## src/rtl/pl_ctrl_issue.sv

```systemverilog
// ID->EX control issue stage: registers the decoded control bundle, inserts
// load-use bubbles, applies flushes and produces registered forwarding selects.
module pl_ctrl_issue #(
  parameter int CNT_W = 32
) (
  input  logic             clk,
  input  logic             rst_n,
  input  logic             id_valid,
  input  logic [4:0]       id_rd,
  input  logic [4:0]       id_rs1,
  input  logic [4:0]       id_rs2,
  input  logic             id_uses_rs1,
  input  logic             id_uses_rs2,
  input  logic [1:0]       id_result_src,
  input  logic             id_mem_write,
  input  logic             id_alu_src,
  input  logic [2:0]       id_imm_src,
  input  logic             id_reg_write,
  input  logic [2:0]       id_alu_op,
  input  logic             flush,
  input  logic             mem_stall,
  output logic             stall,
  output logic             ex_valid,
  output logic [4:0]       ex_rd,
  output logic [1:0]       ex_result_src,
  output logic             ex_mem_write,
  output logic             ex_alu_src,
  output logic [2:0]       ex_imm_src,
  output logic             ex_reg_write,
  output logic [2:0]       ex_alu_op,
  output logic [1:0]       ex_fwd_a,
  output logic [1:0]       ex_fwd_b,
  output logic [CNT_W-1:0] bubble_cnt
);

  localparam logic [1:0] RES_LOAD = 2'b01;
  localparam logic [1:0] FWD_RF   = 2'b00;
  localparam logic [1:0] FWD_MEM  = 2'b10;
  localparam logic [1:0] FWD_WB   = 2'b01;

  typedef struct packed {
    logic       valid;
    logic [4:0] rd;
    logic       reg_write;
  } shadow_t;

  shadow_t    ex_sh, mem_sh, wb_sh;
  logic       hazard;
  logic       load_bubble;
  logic [1:0] fwd_a_d, fwd_b_d;

  // The WB record completes the in-flight picture; nothing downstream reads it yet.
  logic unused_wb;
  assign unused_wb = ^wb_sh;

  // An older producer forwards only if it writes a nonzero rd that this source reads.
  // The EX position is checked first so the youngest producer wins.
  function automatic logic [1:0] fwd_sel(input logic [4:0] rs, input logic uses,
                                         input shadow_t ex_r, input shadow_t mem_r);
    logic [1:0] sel;
    sel = FWD_RF;
    if (uses && ex_r.valid && ex_r.reg_write && ex_r.rd != 5'd0 && ex_r.rd == rs)
      sel = FWD_MEM;
    else if (uses && mem_r.valid && mem_r.reg_write && mem_r.rd != 5'd0 && mem_r.rd == rs)
      sel = FWD_WB;
    return sel;
  endfunction

  // NOTE: every always_comb output gets a default first so no path can infer a latch.
  always_comb begin
    ex_sh       = '{valid: ex_valid, rd: ex_rd, reg_write: ex_reg_write};
    hazard      = 1'b0;
    if (id_valid && ex_valid && ex_result_src == RES_LOAD && ex_rd != 5'd0)
      hazard = (id_uses_rs1 && id_rs1 == ex_rd) || (id_uses_rs2 && id_rs2 == ex_rd);
    // A killed instruction is never held, so flush masks the hazard stall.
    stall       = mem_stall | (hazard & ~flush);
    load_bubble = flush | hazard | ~id_valid;
    fwd_a_d     = fwd_sel(id_rs1, id_uses_rs1, ex_sh, mem_sh);
    fwd_b_d     = fwd_sel(id_rs2, id_uses_rs2, ex_sh, mem_sh);
  end

  // NOTE: sequential state uses non-blocking assignments so every register
  // samples pre-edge values, which the forwarding and shadow shift rely on.
  always_ff @(posedge clk) begin
    if (!rst_n) begin
      ex_valid      <= 1'b0;
      ex_rd         <= '0;
      ex_result_src <= '0;
      ex_mem_write  <= 1'b0;
      ex_alu_src    <= 1'b0;
      ex_imm_src    <= '0;
      ex_reg_write  <= 1'b0;
      ex_alu_op     <= '0;
      ex_fwd_a      <= FWD_RF;
      ex_fwd_b      <= FWD_RF;
      bubble_cnt    <= '0;
      mem_sh        <= '0;
      wb_sh         <= '0;
    end else if (!mem_stall) begin
      wb_sh  <= mem_sh;
      mem_sh <= ex_sh;
      if (hazard && !flush)
        bubble_cnt <= bubble_cnt + CNT_W'(1);
      if (load_bubble) begin
        ex_valid      <= 1'b0;
        ex_rd         <= '0;
        ex_result_src <= '0;
        ex_mem_write  <= 1'b0;
        ex_alu_src    <= 1'b0;
        ex_imm_src    <= '0;
        ex_reg_write  <= 1'b0;
        ex_alu_op     <= '0;
        ex_fwd_a      <= FWD_RF;
        ex_fwd_b      <= FWD_RF;
      end else begin
        ex_valid      <= 1'b1;
        ex_rd         <= id_rd;
        ex_result_src <= id_result_src;
        ex_mem_write  <= id_mem_write;
        ex_alu_src    <= id_alu_src;
        ex_imm_src    <= id_imm_src;
        ex_reg_write  <= id_reg_write;
        ex_alu_op     <= id_alu_op;
        ex_fwd_a      <= fwd_a_d;
        ex_fwd_b      <= fwd_b_d;
      end
    end
  end

endmodule
```

## config.mk

```make
export PLATFORM = sky130hd
export DESIGN_NAME = pl_ctrl_issue
export DESIGN_NICKNAME = d
export VERILOG_FILES = /design/src/rtl/pl_ctrl_issue.sv
export SDC_FILE = /design/constraint.sdc
export NUM_CORES = 1
export LEC_CHECK = 0
export ABC_AREA = 1
export BUFFER_PORTS_ARGS = -buffer_cell sky130_fd_sc_hd__buf_4
export CAP_MARGIN = 40
export CORE_UTILIZATION = 53
export CTS_CLUSTER_SIZE = 24
export DETAILED_ROUTE_END_ITERATION = 10
export GPL_TIMING_DRIVEN = 0
export MAX_ROUTING_LAYER = met4
export PLACE_DENSITY = 0.79
export REMOVE_ABC_BUFFERS = 1
export SLEW_MARGIN = 20
export SYNTH_ARGS = -nofsm -noshare
export SYNTH_HDL_FRONTEND = slang
export SYNTH_SLANG_ARGS = --single-unit
```

## constraint.sdc

```tcl
create_clock -name clk -period 1.6 [get_ports clk]
set_input_delay 0 -clock clk [delete_from_list [all_inputs] [get_ports clk]]
set_output_delay 0 -clock clk [all_outputs]
set_load 0.01 [all_outputs]
```

# Word-level counts from Yosys, hierarchy flattened
# Index checks and enable logic that the tools add are counted.
# totals
register_bits	60
input_bits	33
output_inout_bits	54
# classes
reduce_logical	27
add_sub_neg	1
mux	15
eq_ne	7
bitwise_logic	7
# ops
operator	n
32-bit by 1-bit adder with 32-bit output (second input constant)	1
5-bit == test	6
1-bit logical AND	22
2-bit two-way mux	5
5-bit nonzero test	2
1-bit two-way mux	7
3-bit two-way mux	2
5-bit two-way mux	1
1-bit inverter	3
1-bit bitwise OR	3
2-bit by 1-bit == test with 1-bit output (second input constant)	1
2-bit AND reduction	1
1-bit bitwise AND	1
1-bit logical NOT	1
1-bit logical OR	1

# Longest topological paths before layout
# depth
depth_word	7
ltp_mapped	11
mapped_depth_nobuf	11

# Least setup slack after synthesis
# No wires, ideal clock.
# synth_timing
path_kind	register -> register
startpoint	register bubble_cnt[1]
endpoint	register bubble_cnt[20]
setup_ps	113
setup_slack_ps	-2
stages_incl_launch_ff	11
arrival_time_ps	1489
t_required_ps	1487
path_buffers	0
path_cell_list	dfxtp_1 > ha_1 > nand2_1 > nor2_1 > nand3_1 > nor2_1 > nand3_1 > nor2_1 > nand2_1 > nand2_1 > nor2_1
# synth_between
elab_chain_cells	1
# synth_rtl
item	line_no	rtl
start: declaration	33	output logic [CNT_W-1:0] bubble_cnt
start signal: assignment	103	bubble_cnt <= bubble_cnt + CNT_W'(1);
32-bit by 1-bit adder with 32-bit output	103	
# Every way passes these cells.
# A chain may end at the register's enable or synchronous reset.

# Worst setup path in the final report
# layout_timing
startpoint	register ex_rd[2]
endpoint	register bubble_cnt[10]
# layout_between
elab_chain_cells	6
elab_cells_between_ends	10
cone_classes	eq/ne: 2; mux: 1; reduce/logical: 7
# layout_rtl
item	line_no	rtl
start: declaration	24	output logic [4:0] ex_rd,
start signal: assignment	117	ex_rd <= id_rd;
5-bit == test	74	hazard = (id_uses_rs1 && id_rs1 == ex_rd) || (id_uses_rs2 && id_rs2 == ex_rd);
1-bit logical AND	74	
1-bit logical OR	74	
1-bit two-way mux *	73	if (id_valid && ex_valid && ex_result_src == RES_LOAD && ex_rd != 5'd0)
1-bit logical AND *	102	if (hazard && !flush)
2-bit AND reduction (no source line) *	--	
# Mark *: on every way between the ends. The rest lies on a longest branch, timed or not.

==> summary.txt <==
Logic synthesis
  – Post-Syn Area: ~3400 um2
  – Main synth FF type: dfxtp_1
  – Most common cell in the netlist: nand2_1
  – Leading area contributor after synthesis: dfxtp_1
  – Post-synth ARST share: 0
  – Netlist cell types: 27
  – Synth cell count leaders: nand2_1, nor2_1, dfxtp_1
  – Synth warn: 0
  – Post-synthesis instance total: 530
  – Post-synth top area share: 0.3579
  – Main area contributors after synthesis: dfxtp_1, nand2_1, a21oi_1
  – Post-synth EDFFs: 0
  – Synthesized flop and latch total: 60
  – Syn avg cell area: 6.332 um2
  – Sequential cell area fraction in the yosys report: 0.3579

Timing
  – Fmax achieved: roughly 550 MHz
  – Final Hold Viols: 0
  – Min Tclk post-route: 1831 ps
  – Slew Viols, Final: 0
  – Worst-Margin Slew: approximately 750 ps
  – Slew margin rel.: 0.5004
  – Clock skew: around 11 ps
  – RSZ-0062 raised after global routing: true
  – Final worst setup slack: -231.4 ps
  – Final worst path period share: 1.145
  – Endpoints failing setup: 53

Setup path
  – Required @ worst endpoint: between 1500 and 2000 ps
  – CP top delay family: simple AND/OR/NAND/NOR gates
  – Worst-path maximum fanout: 6
  – Kind of critical path: flip-flop to flip-flop
  – Startpoint Class: flip-flop
  – Slowest CP cell: dfxtp_4
  – Crit path buffers/inverters: 2
  – Crit. End Element: flip-flop
  – Slowest stage delay, CP: roughly 390 ps
  – Most used cell, CP: nand2_1
  – CP cell instances: inv_2, nand2_1, nand2_1, nor2_1, nand3_2, nand2_4, nand3_4, buf_12, nor2_4, nand2_1, a21oi_2
  – Critical Path AT: 2120 ps

Finish
  – Fillers: approximately 380
  – Share of post-route cells with drive strength above 1: 0.3042
  – Fin nets: between 600 and 700
  – Area growth, synth to finish: 49.52%
  – Post-Route Utilization: 0.8326

Route
  – Routed via count: ~4.4k
  – DRT Wirelength: 13,260 um
  – 1st-iter DRT viols: 440
  – First drt pass iteration count: 6
  – Drt drc: 0
  – Antenna-violating nets left: 0
  – DR vias/cell: between 5 and 6
  – Avg WL per Cell: about 18 um

Placement
  – Pre-CTS setup slack: -480.6 ps
  – Port Buffers: 86
  – Gpl congestion: around 0.93
  – Hpwl dp: 6991 um

Run status
  – Violations in the final reports: negative setup slack
  – Status: finished with violations

Run
  – Max Cap Violations: 0

Global route
  – First-pass GRT wire length: 18,080 um
  – Largest net degree at the start of global routing: 36
  – Vias in the first global route: around 3.7k
  – Initial antenna violation count: 1
  – Tot GR Track Use: 0.3730
  – GRT overflow: 0

Pwr
  – Switching Share: 0.2694
  – NetSw: around 940 uW
  – Maximum vdd drop: 0.6321 mV
  – P_leak: ~0.0021 uW
  – Sequential power share: 0.437
  – Pwr per Cell Area: 697.1 nW/um2
  – Gate power share: 0.102
  – P_int: roughly 2600 uW
  – Clock share of power: 0.461

Clocking
  – Reg clk slew, reported paths: approximately 80 ps
  – Root Driver: clkbuf_8
  – CTS tree: built
  – Clock Sinks: 60
  – Cts bufs inserted: 9
  – H-tree Lvls: 3
  – Clock latency on the worst-skew pair: 360 ps
  – Clock Path Buffers: 2

Min path
  – Min-Delay Path Class: input pin to flip-flop

Floorplanning
  – Core area: 6026 um2
  – Initial Util: 0.5569
  – Die height: around 82 um
  – IO Count: between 80 and 90
  – Die width: between 80 and 90 um
  – Cell Rows: 28
  – Die Area: around 6700 um2
[placed cells by master (no fill, tap or decap), types with 2 or more instances in the layout]
| master | netlist | final |
|---|---|---|
| dfxtp_1 | 60 | 50 |
| nand2_4 | 1 | 2 |
| nand2_2 | 0 | 9 |
| nand3b_1 | 6 | 6 |
| a21oi_2 | 0 | 6 |
| nor3_2 | 0 | 2 |
| xnor2_1 | 5 | 5 |
| nand3_2 | 1 | 9 |
| inv_6 | 0 | 2 |
| inv_1 | 39 | 38 |
| dfxtp_2 | 0 | 4 |
| nand3_1 | 33 | 23 |
| dfxtp_4 | 0 | 6 |
| nor2_1 | 67 | 51 |
| clkinvlp_4 | 0 | 3 |
| nand4_1 | 13 | 13 |
| nand3_4 | 1 | 3 |
| a21oi_1 | 54 | 48 |
| nor3_1 | 13 | 9 |
| nor2_2 | 0 | 12 |
| o21ai_0 | 17 | 16 |
| bufinv_16 | 0 | 2 |
| nor3_4 | 0 | 2 |
| nand4_4 | 0 | 2 |
| dlygate4sd3_1 | 0 | 18 |
| buf_6 | 2 | 4 |
| xor2_1 | 14 | 14 |
| buf_4 | 0 | 104 |
| inv_2 | 5 | 4 |
| nand2_8 | 0 | 3 |
| nand2_1 | 177 | 166 |
| clkbuf_8 | 0 | 9 |
| nor2_4 | 0 | 6 |
[worst reg2reg max path: cells and delay by family (launching register included)]
family	cells	cell delay (ps)
and+or+nand+nor	8	1010
AOI/OAI and AO/OA	1	140
buffers and inverters	2	220
DFF	1	390
[layer usage]
layer  up-vias  wire (um)  GRT usage
met5         -          0          -
met3        99       1362    0.07222
met1      1962       5042     0.4604
met4         0        788     0.1930
li1       1980          -          -
met2       322       6063     0.5767
[power by group through the flow]
stage | Combinational, uW | Clock, uW | Sequential [uW]
6_report | 358 | 1610 | 1530
5_1_grt | 382 | 1670 | 1530
4_1_cts | 311 | 1580 | 1530
3_5_place_dp | 253 | 0 | 1570
3_3_place_gp | 239 | 0 | 1570
2_1_floorplan | 107 | 0 | 1570
[through the flow]
step	hold WS, ps	setup TNS [ps]	cells	cell area (um2)	power [uW]
finish	53.24	-6709	740	5017	3498
global route	72.41	-11520	740	5017	3579
CTS	28.04	-105.9	725	4701	3421
detailed placement	289.3	-17120	677	4055	1821
global placement	280.9	-25970	675	4015	1806
floorplan	89.36	-873.9	514	3276	1675
[state kept, by name, summed over array words and instances (netlist names)]
register and cells:
ex_fwd_b 2, bubble_cnt 32, ex_fwd_a 2, ex_imm_src 3, ex_reg_write 1, ex_result_src 2
ex_rd 5, ex_mem_write 1, ex_valid 1, ex_alu_op 3, mem_sh 7, ex_alu_src 1
[area by class of cell]
class	count	area, um2	area share
tap	75	93.84	0.01870
antenna	1	2.502	0.0004988
clock inverter	7	98.84	0.01970
sequential	60	1229	0.2449
clock buffer	9	123.9	0.02469
multi-input combinational	415	2237	0.4459
timing repair buffer	128	1054	0.2100
inverter	45	178.9	0.03566
[logic make-up (layout without fill, tap and decap cells)]
kind of cell,count (synthesis),count (layout),share of synthesized area
xor+xnor,19,19,0.04959
other cells,0,1,0
simple gates,316,322,0.4042
flops,60,60,0.3579
compound gates,73,73,0.1104
fa+ha+maj,1,1,0.003728
buf+inv,61,189,0.07420
[final timing paths]
kind	from	endpoint	slack [ps]	cells after the start
max	ex_rd[2]$_SDFFE_PN0N_	bubble_cnt[10]$_SDFFE_PN0P_	-230	11
min reg2reg	ex_fwd_b[1]$_SDFFE_PN0N_	ex_fwd_b[1]$_SDFFE_PN0N_	470	2
max reg2reg	ex_rd[2]$_SDFFE_PN0N_	bubble_cnt[10]$_SDFFE_PN0P_	-230	11
min	flush	ex_fwd_a[0]$_SDFFE_PN0N_	50	4
[repair_timing]
action,in CTS,in global routing
hold buffers,18,0
setup buffers,11,11
endpoints found under the setup margin,52,54
pin swaps,10,23
resized for setup,37,48
hold endpoints to repair,18,0
cloned,3,3
Note: power is estimated with default switching activity, not from simulation.
